[config.mk]
export PLATFORM = sky130hd
export DESIGN_NAME = guess_evaluator
export DESIGN_NICKNAME = d
export VERILOG_FILES = /design/src/rtl/wordle_pkg.sv /design/src/rtl/match_finder.sv /design/src/rtl/guess_evaluator.sv
export SDC_FILE = /design/constraint.sdc
export NUM_CORES = 1
export LEC_CHECK = 0
export BUFFER_PORTS_ARGS = -buffer_cell sky130_fd_sc_hd__clkbuf_2
export CAP_MARGIN = 20
export CORE_MARGIN = 3
export CORE_UTILIZATION = 55
export CTS_CLUSTER_SIZE = 14
export DETAILED_ROUTE_END_ITERATION = 8
export HOLD_SLACK_MARGIN = 0.02
export PLACE_DENSITY = 0.74
export SLEW_MARGIN = 20
export SYNTH_ARGS = -nofsm -noshare
export SYNTH_HDL_FRONTEND = slang
export SYNTH_SLANG_ARGS = --single-unit
[constraint.sdc]
create_clock -name clk -period 9.58 [get_ports clk]
set_input_delay 1.916 -clock clk [delete_from_list [all_inputs] [get_ports clk]]
set_output_delay 1.916 -clock clk [all_outputs]
set_load 0.005 [all_outputs]
[src/rtl/wordle_pkg.sv]
// Shared Wordle types and constants: letter/cell encoding, colours, evaluator states.
package wordle_pkg;

    localparam int LETTER_W = 5;
    localparam int CELL_W   = 7;
    localparam int COLOR_W  = 2;

    localparam logic [COLOR_W-1:0] COLOR_GREY   = 2'd0;
    localparam logic [COLOR_W-1:0] COLOR_YELLOW = 2'd1;
    localparam logic [COLOR_W-1:0] COLOR_GREEN  = 2'd2;

    localparam logic [LETTER_W-1:0] LETTER_A = 5'd1;
    localparam logic [LETTER_W-1:0] LETTER_Z = 5'd26;

    // colour sits in the upper bits so a packed cell reads {colour, letter}
    typedef struct packed {
        logic [COLOR_W-1:0]  colour;
        logic [LETTER_W-1:0] letter;
    } cell_t;

    typedef enum logic [1:0] {IDLE, GREEN, YELLOW, DONE} eval_state_t;

    function automatic logic letter_ok(input logic [LETTER_W-1:0] l);
        return (l >= LETTER_A) && (l <= LETTER_Z);
    endfunction

endpackage

[src/rtl/match_finder.sv]
// Finds the lowest answer slot that holds the given letter and is not yet claimed.
module match_finder
    import wordle_pkg::*;
#(
    parameter int NUM_COLS = 5
) (
    input  logic [LETTER_W-1:0]          letter,
    input  logic [NUM_COLS*LETTER_W-1:0] answer,
    input  logic [NUM_COLS-1:0]          used,
    output logic                         found,
    output logic [NUM_COLS-1:0]          slot
);

    logic [NUM_COLS-1:0][LETTER_W-1:0] ans_w;
    logic [NUM_COLS-1:0]               hit;

    assign ans_w = answer;

    for (genvar i = 0; i < NUM_COLS; i++) begin : g_hit
        assign hit[i] = !used[i] && (ans_w[i] == letter);
    end

    // isolate the lowest set bit
    assign slot  = hit & (~hit + {{(NUM_COLS-1){1'b0}}, 1'b1});
    assign found = |hit;

endmodule

[src/rtl/guess_evaluator.sv]
// Scores a 5-letter guess against the answer (greens pass, then yellows) and tracks rows/win/game over.
module guess_evaluator
    import wordle_pkg::*;
#(
    parameter int MAX_GUESSES = 6,
    parameter int NUM_COLS    = 5
) (
    input  logic                         clk,
    input  logic                         rst,
    input  logic                         new_game,
    input  logic                         submit,
    input  logic [NUM_COLS*LETTER_W-1:0] guess,
    input  logic [NUM_COLS*LETTER_W-1:0] answer,
    output logic                         busy,
    output logic                         result_valid,
    output logic [NUM_COLS*CELL_W-1:0]   result,
    output logic [2:0]                   row_index,
    output logic                         reject,
    output logic                         win,
    output logic                         game_over
);

    localparam logic [2:0] LAST_COL = 3'(NUM_COLS - 1);
    localparam logic [2:0] MAX_ROW  = 3'(MAX_GUESSES);

    typedef logic [NUM_COLS-1:0][LETTER_W-1:0] word_t;

    eval_state_t state_q, state_d;

    word_t                             guess_w, g_q, a_q;
    logic [2:0]                        col_q, col_inc, row_next;
    logic [NUM_COLS-1:0]               used_q, mf_slot;
    logic [NUM_COLS-1:0][COLOR_W-1:0]  colour_q;
    cell_t [NUM_COLS-1:0]              result_q, result_d;
    logic                              mf_found, guess_ok, all_green;
    logic                              load, bad_guess, green_step, yellow_step, finish;

    assign guess_w  = guess;
    assign result   = result_q;
    assign col_inc  = (col_q == LAST_COL) ? 3'd0 : col_q + 3'd1;
    assign row_next = (row_index == MAX_ROW) ? row_index : row_index + 3'd1;

    always_comb begin
        guess_ok  = 1'b1;
        all_green = 1'b1;
        for (int i = 0; i < NUM_COLS; i++) begin
            if (!letter_ok(guess_w[i]))      guess_ok  = 1'b0;
            if (colour_q[i] != COLOR_GREEN)  all_green = 1'b0;
            result_d[i].colour = colour_q[i];
            result_d[i].letter = g_q[i];
        end
    end

    match_finder #(.NUM_COLS(NUM_COLS)) u_match (
        .letter (g_q[col_q]),
        .answer (a_q),
        .used   (used_q),
        .found  (mf_found),
        .slot   (mf_slot)
    );

    always_ff @(posedge clk or posedge rst) begin
        if (rst) state_q <= IDLE;
        else     state_q <= state_d;
    end

    always_comb begin
        state_d = state_q;
        case (state_q)
            IDLE:    if (submit && !game_over && guess_ok) state_d = GREEN;
            GREEN:   if (col_q == LAST_COL) state_d = YELLOW;
            YELLOW:  if (col_q == LAST_COL) state_d = DONE;
            DONE:    state_d = IDLE;
            default: state_d = IDLE;
        endcase
        // new_game aborts any evaluation and beats a simultaneous submit
        if (new_game) state_d = IDLE;
    end

    always_comb begin
        busy        = (state_q != IDLE);
        load        = 1'b0;
        bad_guess   = 1'b0;
        green_step  = 1'b0;
        yellow_step = 1'b0;
        finish      = 1'b0;
        if (!new_game) begin
            case (state_q)
                IDLE: begin
                    load      = submit && !game_over && guess_ok;
                    bad_guess = submit && !game_over && !guess_ok;
                end
                GREEN:   green_step  = 1'b1;
                YELLOW:  yellow_step = 1'b1;
                DONE:    finish      = 1'b1;
                default: ;
            endcase
        end
    end

    always_ff @(posedge clk or posedge rst) begin
        if (rst) begin
            g_q          <= '0;
            a_q          <= '0;
            col_q        <= '0;
            used_q       <= '0;
            colour_q     <= '0;
            result_q     <= '0;
            result_valid <= 1'b0;
            reject       <= 1'b0;
            row_index    <= '0;
            win          <= 1'b0;
            game_over    <= 1'b0;
        end else begin
            result_valid <= finish;
            reject       <= bad_guess;
            if (new_game) begin
                row_index <= '0;
                win       <= 1'b0;
                game_over <= 1'b0;
            end
            if (load) begin
                g_q      <= guess_w;
                a_q      <= answer;
                used_q   <= '0;
                col_q    <= '0;
                colour_q <= '0;
            end
            if (green_step) begin
                if (g_q[col_q] == a_q[col_q]) begin
                    colour_q[col_q] <= COLOR_GREEN;
                    used_q[col_q]   <= 1'b1;
                end
                col_q <= col_inc;
            end
            if (yellow_step) begin
                if (colour_q[col_q] != COLOR_GREEN && mf_found) begin
                    colour_q[col_q] <= COLOR_YELLOW;
                    used_q          <= used_q | mf_slot;
                end
                col_q <= col_inc;
            end
            if (finish) begin
                result_q  <= result_d;
                row_index <= row_next;
                win       <= win | all_green;
                game_over <= all_green || (row_next == MAX_ROW);
            end
        end
    end

endmodule

== Word level (Yosys, flattened, before mapping) ==
Index checks and enable logic that the tools add are counted.

* Register bits: 112
* Input port bits: 54
* Output and inout port bits: 43
* Word-level logic and storage cells: 164

* $add $sub $neg: 3
* Magnitude comparators: 12
* Equality and inequality tests: 21
* Mux-type cells: 55
* Bitwise operators: 11
* Reductions and logical operators: 29

{| class="wikitable"
|+ Operator list
! kind !! count
|-
| $mux W10 || 5
|-
| $mux W5 || 7
|-
| $bmux W5 S3 || 2
|-
| $eq A5 B5 Y1 || 6
|-
| $ge A5 B1 Y1 const B || 5
|-
| $le A5 B5 Y1 const B || 5
|-
| $mux W1 || 24
|-
| $mux W3 || 7
|-
| $or A5 B5 Y5 || 4
|-
| $and A5 B5 Y5 || 3
|-
| $logic_and A1 B1 Y1 || 15
|-
| $not A5 Y5 || 3
|-
| $mux W2 || 6
|-
| $ne A2 B2 Y1 const B || 6
|-
| $eq A3 B3 Y1 const B || 3
|-
| $ne A3 B3 Y1 const B || 3
|-
| $pmux W2 S4 || 1
|-
| $logic_not A1 Y1 || 7
|-
| $add A3 B1 Y3 const B || 2
|-
| $bmux W2 S3 || 1
|-
| $demux W2 S3 || 1
|-
| $add A5 B1 Y5 const B || 1
|-
| $reduce_or A5 Y1 || 1
|-
| $eq A2 B2 Y1 const B || 2
|-
| other kinds (10) || 11
|}

== Longest topological paths before layout ==
* Depth in word-level cells: 17
* Gate-level depth with buffers: 12

== By module ==
A second synthesis with hierarchy kept.

* Cells, all modules: 560
* Area, all modules: 5,803.1 um2

{| class="wikitable"
|+ Modules (own cells, without submodules)
! module !! times used !! cells an instance !! area an instance (um2)
|-
| guess_evaluator || 1 || 513 || 5,402.7
|-
| match_finder || 1 || 47 || 400.4
|}

== Worst setup path after synthesis ==
No wires, ideal clock.

* Kind: input -> register
* From: in guess[16]
* To: reg a_q[15] (netlist name)
* Arrival: 3.860 ns
* Data required time: 9.455 ns
* Setup slack: 5.596 ns
* Cell stages on the path: 9
* Buffers on the path: 2
* Cells stage by stage: or4_1 o22ai_1 nor4_1 nand2_1 nor3b_1 nand2_1 clkbuf_1 clkbuf_1 mux2_2

* Cells in the longest elaborated chain, start to end: 7

{| class="wikitable"
|+ RTL lines
! what !! RTL line !! RTL
|-
| from (decl) || guess_evaluator.sv:12 || <nowiki>input logic [NUM_COLS*LETTER_W-1:0] guess,</nowiki>
|-
| $ge A5 B1 Y1 or $le A5 B5 Y1 (tied branches) || wordle_pkg.sv:24 || <nowiki>return (l >= LETTER_A) && (l <= LETTER_Z);</nowiki>
|-
| $logic_and A1 B1 Y1 * || wordle_pkg.sv:24 ||
|-
| $mux W1 * (2 in a row) || guess_evaluator.sv:47 || <nowiki>if (!letter_ok(guess_w[i])) guess_ok = 1'b0;</nowiki>
|-
| $logic_and A1 B1 Y1 * || guess_evaluator.sv:90 || <nowiki>load = submit && !game_over && guess_ok;</nowiki>
|-
| $mux W1 * || guess_evaluator.sv:88 || <nowiki>case (state_q)</nowiki>
|-
| $mux W1 * || guess_evaluator.sv:87 || <nowiki>if (!new_game) begin</nowiki>
|-
| to (signal assigned) || guess_evaluator.sv:124 || <nowiki>a_q <= answer;</nowiki>
|-
| to (decl) || guess_evaluator.sv:30 || <nowiki>word_t guess_w, g_q, a_q;</nowiki>
|}

Every way passes the cells marked *; elsewhere a longest branch is shown, timed or not.
A chain may end at the register's enable or synchronous reset.

== Final worst setup path ==
* From: in guess[10]
* To: reg used_q[3]

* Cells in the longest elaborated chain, start to end: 14

{| class="wikitable"
|+ RTL lines
! what !! RTL line !! RTL
|-
| $ge A5 B1 Y1 or $le A5 B5 Y1 (tied branches) || wordle_pkg.sv:24 ||
|-
| $logic_and A1 B1 Y1 * || wordle_pkg.sv:24 ||
|-
| $mux W1 * (3 in a row) || guess_evaluator.sv:47 ||
|-
| $logic_and A1 B1 Y1 * || guess_evaluator.sv:90 ||
|-
| $mux W1 * || guess_evaluator.sv:88 ||
|-
| $mux W1 * || guess_evaluator.sv:87 ||
|-
| $mux W5 * || guess_evaluator.sv:122 || <nowiki>if (load) begin</nowiki>
|-
| $or A5 B5 Y5 (no line) || -- ||
|-
| $mux W5 || guess_evaluator.sv:130 || <nowiki>if (g_q[col_q] == a_q[col_q]) begin</nowiki>
|-
| $mux W5 * || guess_evaluator.sv:129 || <nowiki>if (green_step) begin</nowiki>
|-
| $mux W5 || guess_evaluator.sv:137 || <nowiki>if (colour_q[col_q] != COLOR_GREEN && mf_found) begin</nowiki>
|-
| $mux W5 * || guess_evaluator.sv:136 || <nowiki>if (yellow_step) begin</nowiki>
|-
| to (signal assigned) || guess_evaluator.sv:139 || <nowiki>used_q <= used_q | mf_slot;</nowiki>
|-
| to (decl) || guess_evaluator.sv:32 || <nowiki>logic [NUM_COLS-1:0] used_q, mf_slot;</nowiki>
|}

Marks and branches as above.

==> flow_metrics.env <==
export IMPL_clock_latency_ps=380
export IMPL_relSlewSlack_pct=36.2
export IMPL_grt_pass1_wl_um=22500
export IMPL_outcome="finished with violations"
export IMPL_vdd_drop_max_v=0.000164
export IMPL_crit_fanout=38
export IMPL_dieHeight_um=110
export IMPL_clock_sinks=112
export IMPL_rsz0062_at_grt="false"
export IMPL_crit_required_ps=9830
export IMPL_drv_cap=0
export IMPL_core_mm2=0.0104
export IMPL_firstDrtPassIters=7
export IMPL_drcViolationCount=1
export IMPL_drive_above_1_share_pct=36.5
export IMPL_fmax_mhz=232
export IMPL_async_reset_ff_share_pct=100
export IMPL_placedInstanceArea_mm2=0.00645
export IMPL_antenna_found_initial=0
export IMPL_hold_buffers=0
export IMPL_syn_area_per_cell_um2=11.4
export IMPL_tns_ps=0
export IMPL_powerDensity_mw_per_mm2=316
export IMPL_cts_resized=0
export IMPL_synth_nets=581
export IMPL_io_buffer_count=96
export IMPL_hold_class="reg -> reg"
export IMPL_syn_to_final_growth_pct=12.5
export IMPL_cts_root_buf="clkbuf_8"
export IMPL_cts_tree="yes"
export IMPL_synth_edf_count=0
export IMPL_dp_hpwl_um=9850
export IMPL_drt_first_iter_violations=271
export IMPL_antenna_cells=0
export IMPL_h_tree_depth=3
export IMPL_critPathKind="in -> reg"
export IMPL_finalCriticalPeriod_ps=4310
export IMPL_power_leakage_uw=0.00310
export IMPL_min_period_over_period_pct=45.0
export IMPL_tightest_slew_ps=955
export IMPL_die_area_mm2=0.0120
export IMPL_syn_area_mm2=0.00591
export IMPL_nFillCells=881
export IMPL_finalMaxSlewViolations=0
export IMPL_io_pins=97
export IMPL_die_x_um=110
export IMPL_nets=666
export IMPL_p_total_uw=2100
export IMPL_ys_ff_latch=112
export IMPL_start_util_pct=56.9
export IMPL_post_cts_setup_buffer_count=0
export IMPL_drt_wl_total_um=13300
export IMPL_clk_path_buf_depth=2
export IMPL_grt_usage_pct=23.8
export IMPL_synth_ff_type="dfrtp_1"
export IMPL_yosysWarnings=0
export IMPL_startpoint_type="input pin"
export IMPL_synth_cells=518
export IMPL_gp_congestion=0.886
export IMPL_vias_per_cell=6.00
export IMPL_final_common_cell="dfrtp_1"
export IMPL_layout_common_cells="dfrtp_1, clkbuf_2, mux2_2, nor2_1, nand2_1"
export IMPL_row_count=37
export IMPL_cts_clk_slew_worst_paths_ps=110
export IMPL_cp_arrival_ps=4560
export IMPL_hold_viol=0
export IMPL_grt_pass1_vias=4593
export IMPL_wl_per_cell_um=17.8
export IMPL_cts_made_buffers=9
export IMPL_seq_area_frac_synth_pct=47.5
export IMPL_ys_types=65
export IMPL_violations="design-rule violations"
export IMPL_grt_max_degree=84
export IMPL_via_count=4461
export IMPL_overflow=0
export IMPL_setup_viol=0
export IMPL_clock_skew_ps=13.1
export IMPL_drtAntennaViolNets=0
export IMPL_end_kind="flop"
export IMPL_design_area_mm2=0.00664
-- registers in the layout, indices dropped and copies added, names as in the netlist --
register      count
win               1
state_q           2
g_q              25
used_q            5
game_over         1
reject            1
result           35
result_valid      1
row_index         3
col_q             3
colour_q         10
a_q              25
-- stage by stage --
step | hold WS, ps | utilization [%] | std cells | setup slack [ps]
after detailed placement | 494 | 62.2 | 728 | 4850
final | 515 | 64.1 | 744 | 5270
after global routing | 541 | 64.1 | 744 | 4790
after CTS | 518 | 64.0 | 744 | 5230
after floorplan | 484 | - | 518 | 4700
after global placement | 486 | 62.2 | 728 | 4960
-- synthesized netlist by cell type (all sizes together), types with 2 or more instances --
cell	count	share of area (%)
dfrtp	112	47
a221oi	3	0.44
or2	2	0.25
ha	9	1.9
nor4	11	1.2
a211oi	6	0.76
nand3	5	0.42
nor4bb	2	0.34
nand3b	6	0.76
inv	11	0.70
o2bb2ai	3	0.44
o21bai	2	0.25
a2bb2oi	2	0.30
nor2b	5	0.66
and3	4	0.42
nor4b	3	0.55
nor3b	2	0.44
nor3	5	0.42
and2	5	0.53
buf	15	1.7
a2111oi	4	0.59
nand2b	6	0.64
nand2	27	1.7
a22oi	10	1.3
a32o	9	1.6
o21ai	21	1.8
xnor2	6	0.89
or4	6	0.83
and4	3	0.44
clkbuf	13	0.83
and4b	2	0.34
xor2	9	1.3
nand4	3	0.32
mux2	92	18
o22ai	6	0.64
or3	10	1.1
nor2	29	1.8
o32ai	2	0.30
mux2i	10	1.7
a21o	2	0.25
a21oi	22	1.9
-- area by class of cell --
| class | count | area (um2) | area share, % |
|---|---|---|---|
| flip-flops and latches | 112 | 2800 | 42.2 |
| well taps | 136 | 170 | 2.56 |
| clock inverters | 7 | 61.3 | 0.923 |
| clock buffers | 9 | 124 | 1.86 |
| multi-input cells | 366 | 2910 | 43.8 |
| repair buffers | 102 | 529 | 7.97 |
| inverters | 12 | 47.5 | 0.716 |
-- kinds of logic after synthesis --
group           share of synthesized area, %
compound gates                          12.3
xor+xnor                                2.22
fa+ha+maj                               1.91
buf+inv                                 3.33
flops                                   47.5
mux                                     19.2
simple gates                            13.6
-- worst paths after layout --
path                       startpoint           end  slack [ps]  depth (start not counted)
setup / recovery            guess[10]     used_q[3]        5270                         10
hold / removal             result[12]    result[12]         510                          1
setup reg to reg             col_q[2]     used_q[2]        5700                          9
hold reg to reg            result[12]    result[12]         510                          1
max in group asynchronous         rst        g_q[4]        7010                          3
min in group asynchronous         rst  result_valid        1490                          2
-- where the power goes --
group | total (uW) | switching [uW] | internal [uW]
registers | 855 | 178 | 676
logic | 976 | 505 | 471
clock network | 268 | 169 | 99.4
-- worst max-delay path, cell delays in order --
cell	delay (ps)
clkbuf_2	100
a21oi_1	180
o22ai_1	100
nor4_1	230
nand2_1	160
nor3b_1	340
nand2_2	460
buf_4	450
a2111oi_0	500
nor2_1	90
-- layer usage --
metal / routed length [um] / track usage, %
met3: 638 / 3.23
met1: 6100 / 33.8
met2: 6220 / 37.6
met4: 314 / 8.64
met5: 0 / 0
(Power assumes the default switching activity.)
